**src/rtl/vga_pkg.sv**
```systemverilog
// Shared video text definitions: character codes, menu FSM state type and
// the constant menu label table used by game_menu_txt.
package vga_pkg;

    typedef logic [6:0] char_t;

    localparam char_t CH_SPACE = 7'h20;
    localparam char_t CH_NKL   = 7'h5B;
    localparam char_t CH_NKR   = 7'h5D;
    localparam char_t CH_A     = 7'h41;
    localparam char_t CH_B     = 7'h42;
    localparam char_t CH_C     = 7'h43;
    localparam char_t CH_X     = 7'h58;

    typedef enum logic {BROWSE = 1'b0, LOCKED = 1'b1} menu_state_t;

    localparam int MENU_LABEL_W  = 12;
    localparam int MENU_MAX_ROWS = 16;
    localparam int MENU_N_SETS   = 2;

    typedef logic [MENU_N_SETS-1:0][MENU_MAX_ROWS-1:0][MENU_LABEL_W-1:0][6:0] label_tab_t;

    // Labels are written as fixed 12-char strings, first character in the MSBs.
    function automatic logic [8*MENU_LABEL_W-1:0] label_str(input int lset, input int row);
        logic [8*MENU_LABEL_W-1:0] s;
        s = "            ";
        if (lset == 0) begin
            case (row)
                0: s = "START GAME  ";
                1: s = "OPTIONS     ";
                2: s = "HIGH SCORES ";
                3: s = "QUIT        ";
                default: s = "            ";
            endcase
        end else if (lset == 1) begin
            case (row)
                0: s = "RESUME      ";
                1: s = "RESTART     ";
                2: s = "SOUND       ";
                3: s = "EXIT TO MENU";
                default: s = "            ";
            endcase
        end
        return s;
    endfunction

    function automatic label_tab_t build_labels();
        label_tab_t t;
        logic [8*MENU_LABEL_W-1:0] s;
        t = '0;
        for (int ls = 0; ls < MENU_N_SETS; ls++) begin
            for (int r = 0; r < MENU_MAX_ROWS; r++) begin
                s = label_str(ls, r);
                for (int c = 0; c < MENU_LABEL_W; c++)
                    t[ls][r][c] = s[8*(MENU_LABEL_W-1-c) +: 7];
            end
        end
        return t;
    endfunction

    localparam label_tab_t MENU_LABELS = build_labels();

endpackage

```
**src/rtl/game_menu_ctrl.sv**
```systemverilog
// Menu cursor/selection FSM. Marker blink counter is built only when
// GAME_MENU_BLINK_EN is defined; otherwise the marker is always visible.
module game_menu_ctrl
    import vga_pkg::*;
#(
    parameter int N_ITEMS      = 4,
    parameter int BLINK_FRAMES = 16
) (
    input  logic       clk,
    input  logic       rst,
    input  logic       frame_tick,
    input  logic       key_up,
    input  logic       key_down,
    input  logic       key_enter,
    input  logic       key_back,
    output logic [3:0] cursor_idx,
    output logic [3:0] sel_idx,
    output logic       sel_valid,
    output logic       locked,
    output logic       mark_vis
);

    localparam logic [3:0] LAST = 4'(N_ITEMS - 1);

    menu_state_t state, state_nx;
    logic confirm, mv_up, mv_dn, leave;

    // Enter beats up/down in BROWSE; opposing arrows cancel.
    always_comb begin
        confirm = (state == BROWSE) && key_enter;
        mv_up   = (state == BROWSE) && !key_enter && key_up && !key_down;
        mv_dn   = (state == BROWSE) && !key_enter && key_down && !key_up;
        leave   = (state == LOCKED) && key_back;
    end

    always_ff @(posedge clk) begin
        if (rst) state <= BROWSE;
        else     state <= state_nx;
    end

    always_comb begin
        state_nx = state;
        case (state)
            BROWSE:  if (key_enter) state_nx = LOCKED;
            LOCKED:  if (key_back)  state_nx = BROWSE;
            default: state_nx = BROWSE;
        endcase
    end

    always_comb begin
        locked = (state == LOCKED);
    end

    always_ff @(posedge clk) begin
        if (rst) begin
            cursor_idx <= '0;
            sel_idx    <= '0;
            sel_valid  <= 1'b0;
        end else begin
            sel_valid <= confirm;
            if (confirm) sel_idx <= cursor_idx;
            if (mv_up)   cursor_idx <= (cursor_idx == 4'd0) ? LAST : cursor_idx - 4'd1;
            if (mv_dn)   cursor_idx <= (cursor_idx == LAST) ? 4'd0 : cursor_idx + 4'd1;
        end
    end

`ifdef GAME_MENU_BLINK_EN
    localparam int CW = (BLINK_FRAMES > 1) ? $clog2(BLINK_FRAMES) : 1;

    logic [CW-1:0] blink_cnt;
    logic          blink_vis;

    // A move or return to BROWSE restarts the blink period with the marker shown.
    always_ff @(posedge clk) begin
        if (rst || mv_up || mv_dn || leave) begin
            blink_cnt <= '0;
            blink_vis <= 1'b1;
        end else if (frame_tick) begin
            if (blink_cnt == CW'(BLINK_FRAMES - 1)) begin
                blink_cnt <= '0;
                blink_vis <= ~blink_vis;
            end else begin
                blink_cnt <= blink_cnt + 1'b1;
            end
        end
    end

    assign mark_vis = locked | blink_vis;
`else
    logic unused_frame_tick;
    assign unused_frame_tick = frame_tick;
    assign mark_vis = 1'b1;
`endif

endmodule

```
**src/rtl/game_menu_txt.sv**
```systemverilog
// N-item menu text source: char_xy -> char_code/highlight with 1-clk latency.
// Optional marker blink enabled by defining GAME_MENU_BLINK_EN.
module game_menu_txt
    import vga_pkg::*;
#(
    parameter int    N_ITEMS      = 4,
    parameter int    LABEL_SET    = 0,
    parameter int    BLINK_FRAMES = 16,
    parameter char_t MARK_CODE    = CH_A
) (
    input  logic       clk,
    input  logic       rst,
    input  logic       frame_tick,
    input  logic       key_up,
    input  logic       key_down,
    input  logic       key_enter,
    input  logic       key_back,
    input  logic [7:0] char_xy,
    output logic [6:0] char_code,
    output logic       highlight,
    output logic [3:0] cursor_idx,
    output logic [3:0] sel_idx,
    output logic       sel_valid,
    output logic       locked
);

    logic       mark_vis;
    logic [3:0] row, col;
    logic       in_range;
    char_t      code_nx;
    logic       hl_nx;

    game_menu_ctrl #(
        .N_ITEMS      (N_ITEMS),
        .BLINK_FRAMES (BLINK_FRAMES)
    ) u_ctrl (
        .clk        (clk),
        .rst        (rst),
        .frame_tick (frame_tick),
        .key_up     (key_up),
        .key_down   (key_down),
        .key_enter  (key_enter),
        .key_back   (key_back),
        .cursor_idx (cursor_idx),
        .sel_idx    (sel_idx),
        .sel_valid  (sel_valid),
        .locked     (locked),
        .mark_vis   (mark_vis)
    );

    assign row      = char_xy[7:4];
    assign col      = char_xy[3:0];
    assign in_range = ({1'b0, row} < 5'(N_ITEMS));

    // Uses the cursor/FSM state of the same cycle the cell address arrives.
    always_comb begin
        code_nx = CH_SPACE;
        hl_nx   = 1'b0;
        if (in_range) begin
            hl_nx = locked && (row == sel_idx);
            case (col)
                4'd0:    code_nx = CH_NKL;
                4'd1:    code_nx = (row == cursor_idx && mark_vis) ? MARK_CODE : CH_SPACE;
                4'd2:    code_nx = CH_NKR;
                4'd3:    code_nx = CH_SPACE;
                default: code_nx = MENU_LABELS[LABEL_SET][row][col - 4'd4];
            endcase
        end
    end

    always_ff @(posedge clk) begin
        if (rst) begin
            char_code <= CH_SPACE;
            highlight <= 1'b0;
        end else begin
            char_code <= code_nx;
            highlight <= hl_nx;
        end
    end

endmodule

```
**config.mk**
```make
export PLATFORM = sky130hd
export DESIGN_NAME = game_menu_txt
export DESIGN_NICKNAME = d
export VERILOG_FILES = /design/src/rtl/vga_pkg.sv /design/src/rtl/game_menu_ctrl.sv /design/src/rtl/game_menu_txt.sv
export SDC_FILE = /design/constraint.sdc
export NUM_CORES = 1
export LEC_CHECK = 0
export BUFFER_PORTS_ARGS = -buffer_cell sky130_fd_sc_hd__buf_2
export CORE_MARGIN = 1.5
export CORE_UTILIZATION = 30
export CTS_CLUSTER_DIAMETER = 200
export DETAILED_ROUTE_END_ITERATION = 10
export GPL_TIMING_DRIVEN = 0
export PLACE_DENSITY = 0.51
export SKIP_CTS_REPAIR_TIMING = 1
export SLEW_MARGIN = 20
export SYNTH_ARGS = -nofsm -noshare
export SYNTH_HDL_FRONTEND = slang
export SYNTH_SLANG_ARGS = --single-unit
```
**constraint.sdc**
```tcl
create_clock -name clk -period 3.3 [get_ports clk]
set_clock_uncertainty 0.15 [all_clocks]
set_input_delay 0.495 -clock clk [delete_from_list [all_inputs] [get_ports clk]]
set_output_delay 0.495 -clock clk [all_outputs]
set_load 0.01 [all_outputs]
```
==> results.sh <==
export IMPL_port_buffers=30
export IMPL_hold_path_class="in2reg"
export IMPL_report_final_setup_viol=0
export IMPL_cts_root_buffer="clkbuf_8"
export IMPL_power_frac_seq=0.401
export IMPL_syn_cell_area_um2=1460
export IMPL_fp_dieH_um=72.8
export IMPL_grt_ovfl_total=0
export IMPL_syn_to_final_growth_pct=19.8
export IMPL_drive_gt1_frac=0.240
export IMPL_rsz0062_at_grt="no"
export IMPL_required_ns=3.32
export IMPL_setup_ws_ns=0.644
export IMPL_antenna_found_initial=0
export IMPL_die_width_um=72.8
export IMPL_whs_ns=0.266
export IMPL_cts_tree="built"
export IMPL_p_leak_uw=0.000716
export IMPL_routabilityCongestion=0.836
export IMPL_min_period_ns=2.66
export IMPL_ys_seq_area_frac=0.246
export IMPL_antennaDiodeCount=0
export IMPL_cts_reportedPaths_clkPinSlew_ns=0.07
export IMPL_outcome="finished, final reports clean"
export IMPL_hpwl_mm=2.84
export IMPL_clock_latency_ns=0.25
export IMPL_cts_path_max_buffers=2
export IMPL_cp_start_kind="input port"
export IMPL_ant_nets=0
export IMPL_ios=33
export IMPL_synthFlopType="dfxtp_1"
export IMPL_grtUsageTotal=0.150
export IMPL_routed_via_density=5.14
export IMPL_n_fill_cell=492
export IMPL_synth_top_area_frac=0.246
export IMPL_power_density_nw_per_um2=330
export IMPL_crit_arrival_ns=2.67
export IMPL_wl_mm=3.71
export IMPL_synth_avg_cell_area_um2=8.60
export IMPL_die_area_um2=5300
export IMPL_drtPass1Iterations=4
export IMPL_first_iter_violations=108
export IMPL_syn_nets=194
export IMPL_hold_viol_final=0
export IMPL_switchingPower_uw=176
export IMPL_critical_path_class="in2reg"
export IMPL_grt_pass1_vias=1338
export IMPL_p_clk_frac=0.313
export IMPL_yosysTopAreaCell="dfxtp_1"
export IMPL_grt_pass1_wl_mm=6.33
export IMPL_ir_drop_uv=128
export IMPL_via_count=1394
export IMPL_grt_start_max_net_pins=11
export IMPL_fin_setup_tns_ns=0
export IMPL_synth_edf_count=0
export IMPL_ys_async_sr_fraction=0
export IMPL_synth_cells=170
export IMPL_drc_errors=0
export IMPL_power_internal_uw=402
export IMPL_maxSlewViolCount=0
export IMPL_pre_cts_slack_ns=0.391
export IMPL_combPwrFrac=0.287
export IMPL_ys_types=55
export IMPL_wl_per_cell_um=13.7
export IMPL_htree_levels=1
export IMPL_synth_area_leaders="dfxtp_1 25%, ha_1 7.7%, nor2_1 4.4%"
export IMPL_tightest_slew_ns=0.905
export IMPL_num_rows=25
export IMPL_cts_sinks=18
export IMPL_max_cap_viol_count=0
export IMPL_initial_core_util=0.310
export IMPL_crit_path_end_kind="register"
export IMPL_numCtsBuffers=3
export IMPL_ys_warn_count=0
export IMPL_min_period_over_period=0.805
export IMPL_crit_fanout=7
export IMPL_maxSlewHeadroom=0.388
export IMPL_fmax_ghz=0.376
export IMPL_synth_seq_cells=18
export IMPL_coreArea_um2=4720
export IMPL_nNetsFinal=229
export IMPL_swShare=0.305
sequential cells by signal, indices dropped and copies added (netlist names):
signal             count
u_ctrl.sel_valid       1
highlight              1
char_code              7
u_ctrl.locked          1
u_ctrl.sel_idx         4
u_ctrl.cursor_idx      4
placed cells by master (no fill, tap or decap), types with 3 or more instances in the layout:
cell type | synthesis | routed
a21boi_0 | 3 | 3
inv_1 | 11 | 11
a2111oi_0 | 3 | 3
mux2i_1 | 6 | 6
nor2b_1 | 3 | 3
o31a_1 | 3 | 3
nand3_1 | 4 | 4
clkbuf_8 | 0 | 4
dfxtp_1 | 18 | 18
nand2_1 | 6 | 6
nor3_1 | 4 | 4
buf_2 | 3 | 33
o311ai_0 | 3 | 3
a21oi_1 | 9 | 9
ha_1 | 9 | 9
xnor2_1 | 6 | 6
clkbuf_1 | 10 | 10
a211oi_1 | 5 | 5
nor2_1 | 17 | 17
critical path: stages:
cell and delay (ns):
buf_2 0.14, clkbuf_1 0.32, inv_1 0.14, ha_1 0.41
mux4_2 0.49, a2111o_1 0.43, a311oi_2 0.24
metrics by stage:
step / total power, uW / cell area (um^2) / instances / util
3_5_place_dp: 401 / 1700 / 267 / 0.359
6_report: 578 / 1750 / 271 / 0.371
5_1_grt: 612 / 1750 / 271 / 0.371
4_1_cts: 586 / 1750 / 271 / 0.371
2_1_floorplan: 351 / 1460 / 170 / -
3_3_place_gp: 403 / 1700 / 267 / 0.359
power by group through the flow:
stage	registers (uW)	clock network, uW	logic, uW
2_1_floorplan	240	0	111
3_3_place_gp	237	0	166
3_5_place_dp	236	0	164
4_1_cts	231	189	165
5_1_grt	233	194	185
6_report	231	181	166
cell usage after synthesis, types with 4 or more instances:
| cell | number |
|---|---|
| mux2i_1 | 6 |
| a211oi_1 | 5 |
| clkbuf_1 | 10 |
| nor3_1 | 4 |
| nand2_1 | 6 |
| ha_1 | 9 |
| a21oi_1 | 9 |
| inv_1 | 11 |
| xnor2_1 | 6 |
| nor2_1 | 17 |
| dfxtp_1 | 18 |
| nand3_1 | 4 |
layer usage:
layer  share of wire  vias to the layer above  track usage
met4          0.0078                        0       0.0314
li1                -                      703            -
met2            0.49                       44        0.252
met5               0                        -            0
met1            0.44                      643        0.199
met3           0.054                        4       0.0304
final timing paths:
kind                        start              endpoint  slack [ns]  cells after the start
max                    char_xy[4]          char_code[2]        0.64                      7
min                      key_back         u_ctrl.locked        0.27                      2
max reg2reg  u_ctrl.cursor_idx[1]  u_ctrl.cursor_idx[3]        1.24                      7
min reg2reg     u_ctrl.sel_idx[2]     u_ctrl.sel_idx[2]        0.37                      2
area by class of cell:
cell class                      instances  area (um^2)  share of cell area
Multi-Input combinational cell        125          990               0.565
Sequential cell                        18          360               0.206
Timing Repair Buffer                   30          150              0.0857
Tap cell                               67         83.8              0.0479
Buffer                                 14         63.8              0.0364
Clock buffer                            4         55.1              0.0314
Inverter                               13         48.8              0.0279
kinds of logic (layout without fill, tap and decap cells):
group | count (synthesis) | in the layout | synth area share
simple gates | 47 | 47 | 0.179
buf+inv | 27 | 61 | 0.0770
mux | 11 | 11 | 0.105
compound gates | 50 | 50 | 0.268
fa+ha+maj | 9 | 9 | 0.0770
flops | 18 | 18 | 0.246
xor+xnor | 8 | 8 | 0.0479
No activity file was read; power rests on OpenSTA's default activity.
